File: src/rtl/imm_ext_pkg.sv
// Shared mode codes and occupancy encoding for the immediate-extension pipeline.
package imm_ext_pkg;

    typedef enum logic [2:0] {
        MODE_IMM5S = 3'd0,
        MODE_IMM5Z = 3'd1,
        MODE_IMM8S = 3'd2,
        MODE_IMM8Z = 3'd3,
        MODE_DIS11 = 3'd4,
        MODE_SHL8  = 3'd5
    } mode_e;

    typedef enum logic [1:0] {
        OCC_EMPTY = 2'd0,
        OCC_ONE   = 2'd1,
        OCC_TWO   = 2'd2
    } occ_e;

endpackage

File: src/rtl/imm_ext_core.sv
// Combinational immediate extension: field + mode -> WIDTH-bit immediate and illegal-mode flag.
module imm_ext_core
    import imm_ext_pkg::*;
#(
    parameter int unsigned WIDTH   = 16,
    parameter int unsigned FIELD_W = 11
) (
    input  logic [FIELD_W-1:0] in_field,
    input  logic [2:0]         in_mode,
    output logic [WIDTH-1:0]   imm,
    output logic               err
);

    always_comb begin
        imm = '0;
        err = 1'b0;
        case (in_mode)
            MODE_IMM5S: imm = {{(WIDTH-5){in_field[4]}}, in_field[4:0]};
            MODE_IMM5Z: imm = {{(WIDTH-5){1'b0}}, in_field[4:0]};
            MODE_IMM8S: imm = {{(WIDTH-8){in_field[7]}}, in_field[7:0]};
            MODE_IMM8Z: imm = {{(WIDTH-8){1'b0}}, in_field[7:0]};
            MODE_DIS11: imm = {{(WIDTH-11){in_field[10]}}, in_field[10:0]};
            MODE_SHL8:  imm[15:8] = in_field[7:0];
            default:    err = 1'b1;
        endcase
    end

endmodule

File: src/rtl/imm_extend_pipe.sv
// Registered immediate-extension stage with valid/ready handshake and flush.
// IMM_EXTEND_SKID_EN selects a 2-entry skid buffer with registered in_ready.
module imm_extend_pipe
    import imm_ext_pkg::*;
#(
    parameter int unsigned WIDTH   = 16,
    parameter int unsigned FIELD_W = 11
) (
    input  logic               clk,
    input  logic               rst_n,
    input  logic               in_valid,
    output logic               in_ready,
    input  logic [FIELD_W-1:0] in_field,
    input  logic [2:0]         in_mode,
    input  logic               flush,
    output logic               out_valid,
    input  logic               out_ready,
    output logic [WIDTH-1:0]   out_imm,
    output logic               out_err
);

    logic [WIDTH-1:0] core_imm;
    logic             core_err;
    logic             accept;
    logic             consume;
    logic             rst_done_q;
    occ_e             occ_q, occ_d;
    logic [WIDTH-1:0] imm_q, imm_d;
    logic             err_q, err_d;

    imm_ext_core #(
        .WIDTH   (WIDTH),
        .FIELD_W (FIELD_W)
    ) u_core (
        .in_field (in_field),
        .in_mode  (in_mode),
        .imm      (core_imm),
        .err      (core_err)
    );

    assign out_valid = (occ_q != OCC_EMPTY);
    assign out_imm   = imm_q;
    assign out_err   = err_q;
    assign consume   = out_valid && out_ready;
    assign accept    = in_valid && in_ready;

`ifdef IMM_EXTEND_SKID_EN
    logic [WIDTH-1:0] skid_imm_q, skid_imm_d;
    logic             skid_err_q, skid_err_d;

    always_comb begin
        in_ready = rst_done_q && !flush && (occ_q != OCC_TWO);
    end

    // imm_q is always the head; the skid slot only fills while the head stalls.
    always_comb begin
        occ_d      = occ_q;
        imm_d      = imm_q;
        err_d      = err_q;
        skid_imm_d = skid_imm_q;
        skid_err_d = skid_err_q;
        if (flush) begin
            occ_d = OCC_EMPTY;
        end else begin
            case (occ_q)
                OCC_EMPTY: begin
                    if (accept) begin
                        occ_d = OCC_ONE;
                        imm_d = core_imm;
                        err_d = core_err;
                    end
                end
                OCC_ONE: begin
                    if (accept && consume) begin
                        imm_d = core_imm;
                        err_d = core_err;
                    end else if (accept) begin
                        occ_d      = OCC_TWO;
                        skid_imm_d = core_imm;
                        skid_err_d = core_err;
                    end else if (consume) begin
                        occ_d = OCC_EMPTY;
                    end
                end
                OCC_TWO: begin
                    if (consume) begin
                        occ_d = OCC_ONE;
                        imm_d = skid_imm_q;
                        err_d = skid_err_q;
                    end
                end
                default: occ_d = OCC_EMPTY;
            endcase
        end
    end

    always_ff @(posedge clk or negedge rst_n) begin
        if (!rst_n) begin
            skid_imm_q <= '0;
            skid_err_q <= 1'b0;
        end else begin
            skid_imm_q <= skid_imm_d;
            skid_err_q <= skid_err_d;
        end
    end
`else
    always_comb begin
        in_ready = rst_done_q && !flush && (!out_valid || out_ready);
    end

    always_comb begin
        occ_d = occ_q;
        imm_d = imm_q;
        err_d = err_q;
        if (flush) begin
            occ_d = OCC_EMPTY;
        end else if (accept) begin
            occ_d = OCC_ONE;
            imm_d = core_imm;
            err_d = core_err;
        end else if (consume) begin
            occ_d = OCC_EMPTY;
        end
    end
`endif

    always_ff @(posedge clk or negedge rst_n) begin
        if (!rst_n) begin
            rst_done_q <= 1'b0;
            occ_q      <= OCC_EMPTY;
            imm_q      <= '0;
            err_q      <= 1'b0;
        end else begin
            rst_done_q <= 1'b1;
            occ_q      <= occ_d;
            imm_q      <= imm_d;
            err_q      <= err_d;
        end
    end

endmodule

File: config.mk
export PLATFORM = sky130hd
export DESIGN_NAME = imm_extend_pipe
export DESIGN_NICKNAME = d
export VERILOG_FILES = /design/src/rtl/imm_ext_pkg.sv /design/src/rtl/imm_ext_core.sv /design/src/rtl/imm_extend_pipe.sv
export SDC_FILE = /design/constraint.sdc
export NUM_CORES = 1
export LEC_CHECK = 0
export CAP_MARGIN = 10
export CORE_UTILIZATION = 39
export DETAILED_ROUTE_END_ITERATION = 10
export PLACE_DENSITY = 0.74
export REMOVE_ABC_BUFFERS = 1
export SYNTH_ARGS = -nofsm -noshare
export SYNTH_HDL_FRONTEND = slang
export SYNTH_HIERARCHICAL = 1
export SYNTH_SLANG_ARGS = --single-unit
export TNS_END_PERCENT = 50
File: constraint.sdc
create_clock -name clk -period 1.2 [get_ports clk]
set_clock_uncertainty 0.05 [all_clocks]
set_input_delay 0.36 -clock clk [delete_from_list [all_inputs] [get_ports clk]]
set_output_delay 0.36 -clock clk [all_outputs]
set_load 0.005 [all_outputs]
# [Yosys cells after proc, flatten, opt, wreduce, memory -nomap -nowiden]
# Index checks and enable logic that the tools add are counted.
[word_totals] ff_bits=20 input_bits=19 out_inout_bits=19 word_cells=29
[op_classes] n_eq_ne=5 n_mux=6 n_bitwise=1 n_reduce_logical=13
[ops] operator="$pmux W8 S4" count=1
[ops] operator="$pmux W8 S3" count=1
[ops] operator="$eq A3 B2 Y1 const B" count=2
[ops] operator="$eq A3 B3 Y1 const B" count=2
[ops] operator="$mux W2" count=3
[ops] operator="$reduce_or A6 Y1" count=1
[ops] operator="$logic_and A1 B1 Y1" count=4
[ops] operator="$eq A3 B1 Y1 const B" count=1
[ops] operator="$logic_not A3 Y1" count=1
[ops] operator="$reduce_bool A3 Y1" count=1
[ops] operator="$reduce_or A3 Y1" count=1
[ops] operator="$logic_not A1 Y1" count=2
[ops] operator="$reduce_and A2 Y1" count=1
[ops] operator="$reduce_bool A2 Y1" count=1
[ops] operator="$logic_or A1 B1 Y1" count=1
[ops] operator="$mux W1" count=1
[ops] operator="$not A1 Y1" count=1

# [Longest topological paths before layout]
[logic_depth] depth_word=7 ltp_mapped=6 ltp_nobuf=4

# [By module]
# The synthesis kept the hierarchy.
[modules_own_cells] mod="imm_extend_pipe" n_inst=1 cells_each=42 area_each_um2=767.0 seq_area_each_um2=475.5
[modules_own_cells] mod="imm_ext_core" n_inst=1 cells_each=42 area_each_um2=264.0 seq_area_each_um2=0.0

# [Least setup slack after synthesis]
# Ideal clock, no wire load.
[synth_path] kind="in2reg" startpoint="input port in_mode[1]" endpoint="register imm_q[10], in the netlist out_imm[10]" setup_time_ps=125 arrival_time_ps=1183 required_time_ps=1025 path_slack_ps=-158 path_stages=6 path_buffers=2 cell_sequence="buf_6 > and3b_2 > clkbuf_1 > nand2_1 > nand3_1 > mux2_4"
[synth_via] elab_chain_cells=2 word_cells_on_any_way=5 cone_classes="3 x eq/ne; 1 x mux; 1 x reduce/logical"
[synth_lines] item="from (decl)" line_no="imm_extend_pipe.sv:14" source="input logic [2:0] in_mode,"
[synth_lines] item="$eq A3 B3 Y1, or another cell as far along" line_no="imm_ext_core.sv:17" source="case (in_mode)"
[synth_lines] item="$pmux W8 S4 (*)" line_no="imm_ext_core.sv:17"
[synth_lines] item="named net core_imm[10]" line_no="imm_extend_pipe.sv:22" source="logic [WIDTH-1:0] core_imm;"
[synth_lines] item="to (signal assigned)" line_no="imm_extend_pipe.sv:136" source="imm_q <= imm_d;"
[synth_lines] item="to (decl)" line_no="imm_extend_pipe.sv:28" source="logic [WIDTH-1:0] imm_q, imm_d;"
# The timed path passes the listed nets; every way through them passes the cells marked *.
# A chain may end at the register's enable or synchronous reset.

# [Final worst setup path]
[layout_path] startpoint="register occ_q[0]" endpoint="output port in_ready"
[layout_via] elab_chain_cells=4
[layout_lines] item="from (decl)" line_no="imm_extend_pipe.sv:27" source="occ_e occ_q, occ_d;"
[layout_lines] item="from (signal assigned)" line_no="imm_extend_pipe.sv:130" source="occ_q <= OCC_EMPTY;"
[layout_lines] item="from (signal assigned)" line_no="imm_extend_pipe.sv:135" source="occ_q <= occ_d;"
[layout_lines] item="$reduce_bool A2 Y1" line_no="imm_extend_pipe.sv:41" source="assign out_valid = (occ_q != OCC_EMPTY);"
[layout_lines] item="$logic_not A1 Y1" line_no="imm_extend_pipe.sv:108" source="in_ready = rst_done_q && !flush && (!out_valid || out_ready);"
[layout_lines] item="$logic_or A1 B1 Y1" line_no="imm_extend_pipe.sv:108"
[layout_lines] item="$logic_and A1 B1 Y1" line_no="imm_extend_pipe.sv:108"
[layout_lines] item="to (decl)" line_no="imm_extend_pipe.sv:12" source="output logic in_ready,"
# No other way between the ends.

==> impl_metrics.tcl <==
set metrics [dict create \
    ff2ff_setup_slack_ns -0.29 \
    via_count 895 \
    pin_count 38 \
    grt_max_degree 20 \
    grt-ovfl-total 0 \
    synthToLayoutAreaGrowth_pct 54.0 \
    die_w_um 53.4 \
    drive_gt1_frac 0.510 \
    synth.avg_cell_area_um2 12.3 \
    synth_edf_count 0 \
    power_density_nw_per_um2 1100 \
    grt_pass1_vias 892 \
    clock_path_buffers 2 \
    drc_errors 0 \
    pwr-share-seq 0.459 \
    rr_startpoint "occ_q[0]$_DFFE_PN0P_" \
    synth.area.top_cells "dfrtp_1, mux2_4, mux2_2" \
    start_kind "flip-flop" \
    drtAntennaViolNets 0 \
    p_leak_nw 0.852 \
    design.core.area_um2 2480 \
    timing.final.max_slew_violations 0 \
    r2r-end "out_imm[12]$_DFFE_PN0P_" \
    cpLargestDelayFamily "flip-flops" \
    num_rows 18 \
    ys_types 23 \
    cts_buffers 3 \
    grt_pass1_wl_um 3950 \
    power_frac_comb 0.353 \
    ctsHoldBuffers 0 \
    vdd_drop_max_mv 0.689 \
    p_clk_frac 0.188 \
    crit_path_end_kind "output port" \
    fin_crit_sh 1.26 \
    async_reset_ff_frac 1.00 \
    yosysWarnings 6 \
    layout.nets 167 \
    crit_type "flip-flop to output port" \
    path_cells "buf_6, nand2b_4, and3b_1, buf_2" \
    clock_latency_ns 0.29 \
    clock_sinks 19 \
    dp_slack_ns -0.787 \
    cp_num_buf_inv 2 \
    final_cell_mix "buf_4, dfrtp_1, clkdlybuf4s50_1, buf_2, nand3_1" \
    routed_wl_um 2560 \
    port_buffers 37 \
    stdcell_area_um2 1590 \
    synth_cells 84 \
    finalHoldViolCount 0 \
    die_y_um 53.4 \
    cts_tree "yes" \
    crit_slowest_cell "dfrtp_1" \
    cpPeakStageDelay_ns 0.40 \
    first_pass_iters 4 \
    status "complete, but fails checks" \
    syn-cell-area_um2 1030 \
    drt_iter0_drc 9 \
    cap_violations 0 \
    arrival_ns 1.11 \
    violations "negative setup slack" \
    seq_area_frac_synth 0.461 \
    vias_per_cell 5.06 \
    antenna_cells 0 \
    synthFlopType "dfrtp_1" \
    fill_cells 229 \
    cp.required_ns 0.79 \
    die-area_um2 2850 \
    dp_hpwl_um 1800 \
    setup_ws_ns -0.316 \
    gp_congestion 0.769 \
    hold_class "input port to async pin" \
    grt_util_all_layers 0.197 \
    fmax_mhz 660 \
    switching_share 0.265 \
    antenna_found_initial 0 \
    routedWlPerCell_um 14.4 \
    start_util 0.416 \
    synth-seq-cells 19 \
    reg2regPathDepth 6 \
    switchingPower_mw 0.461 \
    intPower_mw 1.28 \
    cts-root-buf "clkbuf_4" \
    htreeDepth 1 \
    placed_cell_area_um2 1560 \
    fin_crit_ns 1.52 \
    synth_top_cell_by_area "dfrtp_1" \
    rsz0062_at_grt "yes" \
    netlist.area_leader.share 0.461 \
    cp_max_fo 2 \
    setup_violations 35 \
    final_common_cell "buf_4" \
    clk_pin_slew_ns 0.12 \
]
## worst max path at each step
stage / from / end / depth (start not counted) / slack (ns)
floorplan: occ_q[0]$_DFFE_PN0P_ / out_imm[0]$_DFFE_PN0P_ / 3 / -0.13
global placement: out_ready / in_ready / 4 / -0.77
detailed placement: out_ready / in_ready / 4 / -0.79
CTS: occ_q[0]$_DFFE_PN0P_ / in_ready / 4 / -0.34
global route: occ_q[0]$_DFFE_PN0P_ / in_ready / 4 / -0.40
finish: occ_q[0]$_DFFE_PN0P_ / in_ready / 4 / -0.32
## cell usage after synthesis (2+ instances only)
| library cell | instances |
|---|---|
| a22oi_1 | 3 |
| mux2_2 | 8 |
| mux2_4 | 9 |
| nand3_1 | 10 |
| o21ai_0 | 4 |
| mux2i_1 | 3 |
| and2_1 | 5 |
| buf_6 | 3 |
| dfrtp_1 | 19 |
| nand2_1 | 6 |
| o21ai_2 | 2 |
## state kept, by name, summed over array words and instances, names as in the netlist
signal      cells
rst_done_q      1
occ_q           1
out_imm        16
out_err         1
## power groups by stage
| stage | registers [mW] | logic [mW] | clock network (mW) |
|---|---|---|---|
| after floorplan | 0.825 | 0.202 | 0 |
| after global placement | 0.815 | 0.634 | 0 |
| after detailed placement | 0.821 | 0.650 | 0 |
| after CTS | 0.799 | 0.626 | 0.342 |
| after global routing | 0.815 | 0.671 | 0.354 |
| final | 0.799 | 0.614 | 0.327 |
## cell families after synthesis
kind of cell    share of synthesized area
simple gates                        0.183
mux                                 0.248
flops                               0.461
compound gates                     0.0631
buf+inv                            0.0413
other cells                       0.00364
## metal layers
layer,part of all wire,up-vias,track usage
met5,0,-,0
met1,0.42,435,0.253
met2,0.52,29,0.321
met4,0.019,0,0.0921
met3,0.043,6,0.0259
li1,-,425,-
## what timing repair did
action                                  CTS  global route
endpoints found under the setup margin   37            37
gates resized for setup                  64             7
buffers inserted                          7             0
pin swaps                                 1             0
cloned                                    0             2
## layout make-up
| cell class | instances | area (um2) | area share |
|---|---|---|---|
| clock buffers | 3 | 22.5 | 0.0142 |
| clock inverters | 1 | 5.00 | 0.00315 |
| multi-input cells | 60 | 518 | 0.326 |
| flip-flops and latches | 19 | 475 | 0.299 |
| well taps | 30 | 37.5 | 0.0236 |
| repair buffers | 64 | 529 | 0.333 |
## through the flow
| stage | hold slack (ns) | setup TNS [ns] | utilization | instances | power [mW] |
|---|---|---|---|---|---|
| floorplan | 0.0144 | -2.06 | - | 79 | 1.03 |
| global placement | 0.441 | -12.76 | 0.628 | 164 | 1.45 |
| detailed placement | 0.447 | -13.46 | 0.628 | 164 | 1.47 |
| CTS | 0.339 | -5.42 | 0.637 | 175 | 1.77 |
| global route | 0.352 | -6.84 | 0.641 | 177 | 1.84 |
| finish | 0.342 | -5.01 | 0.641 | 177 | 1.74 |
(Power assumes the default switching activity.)
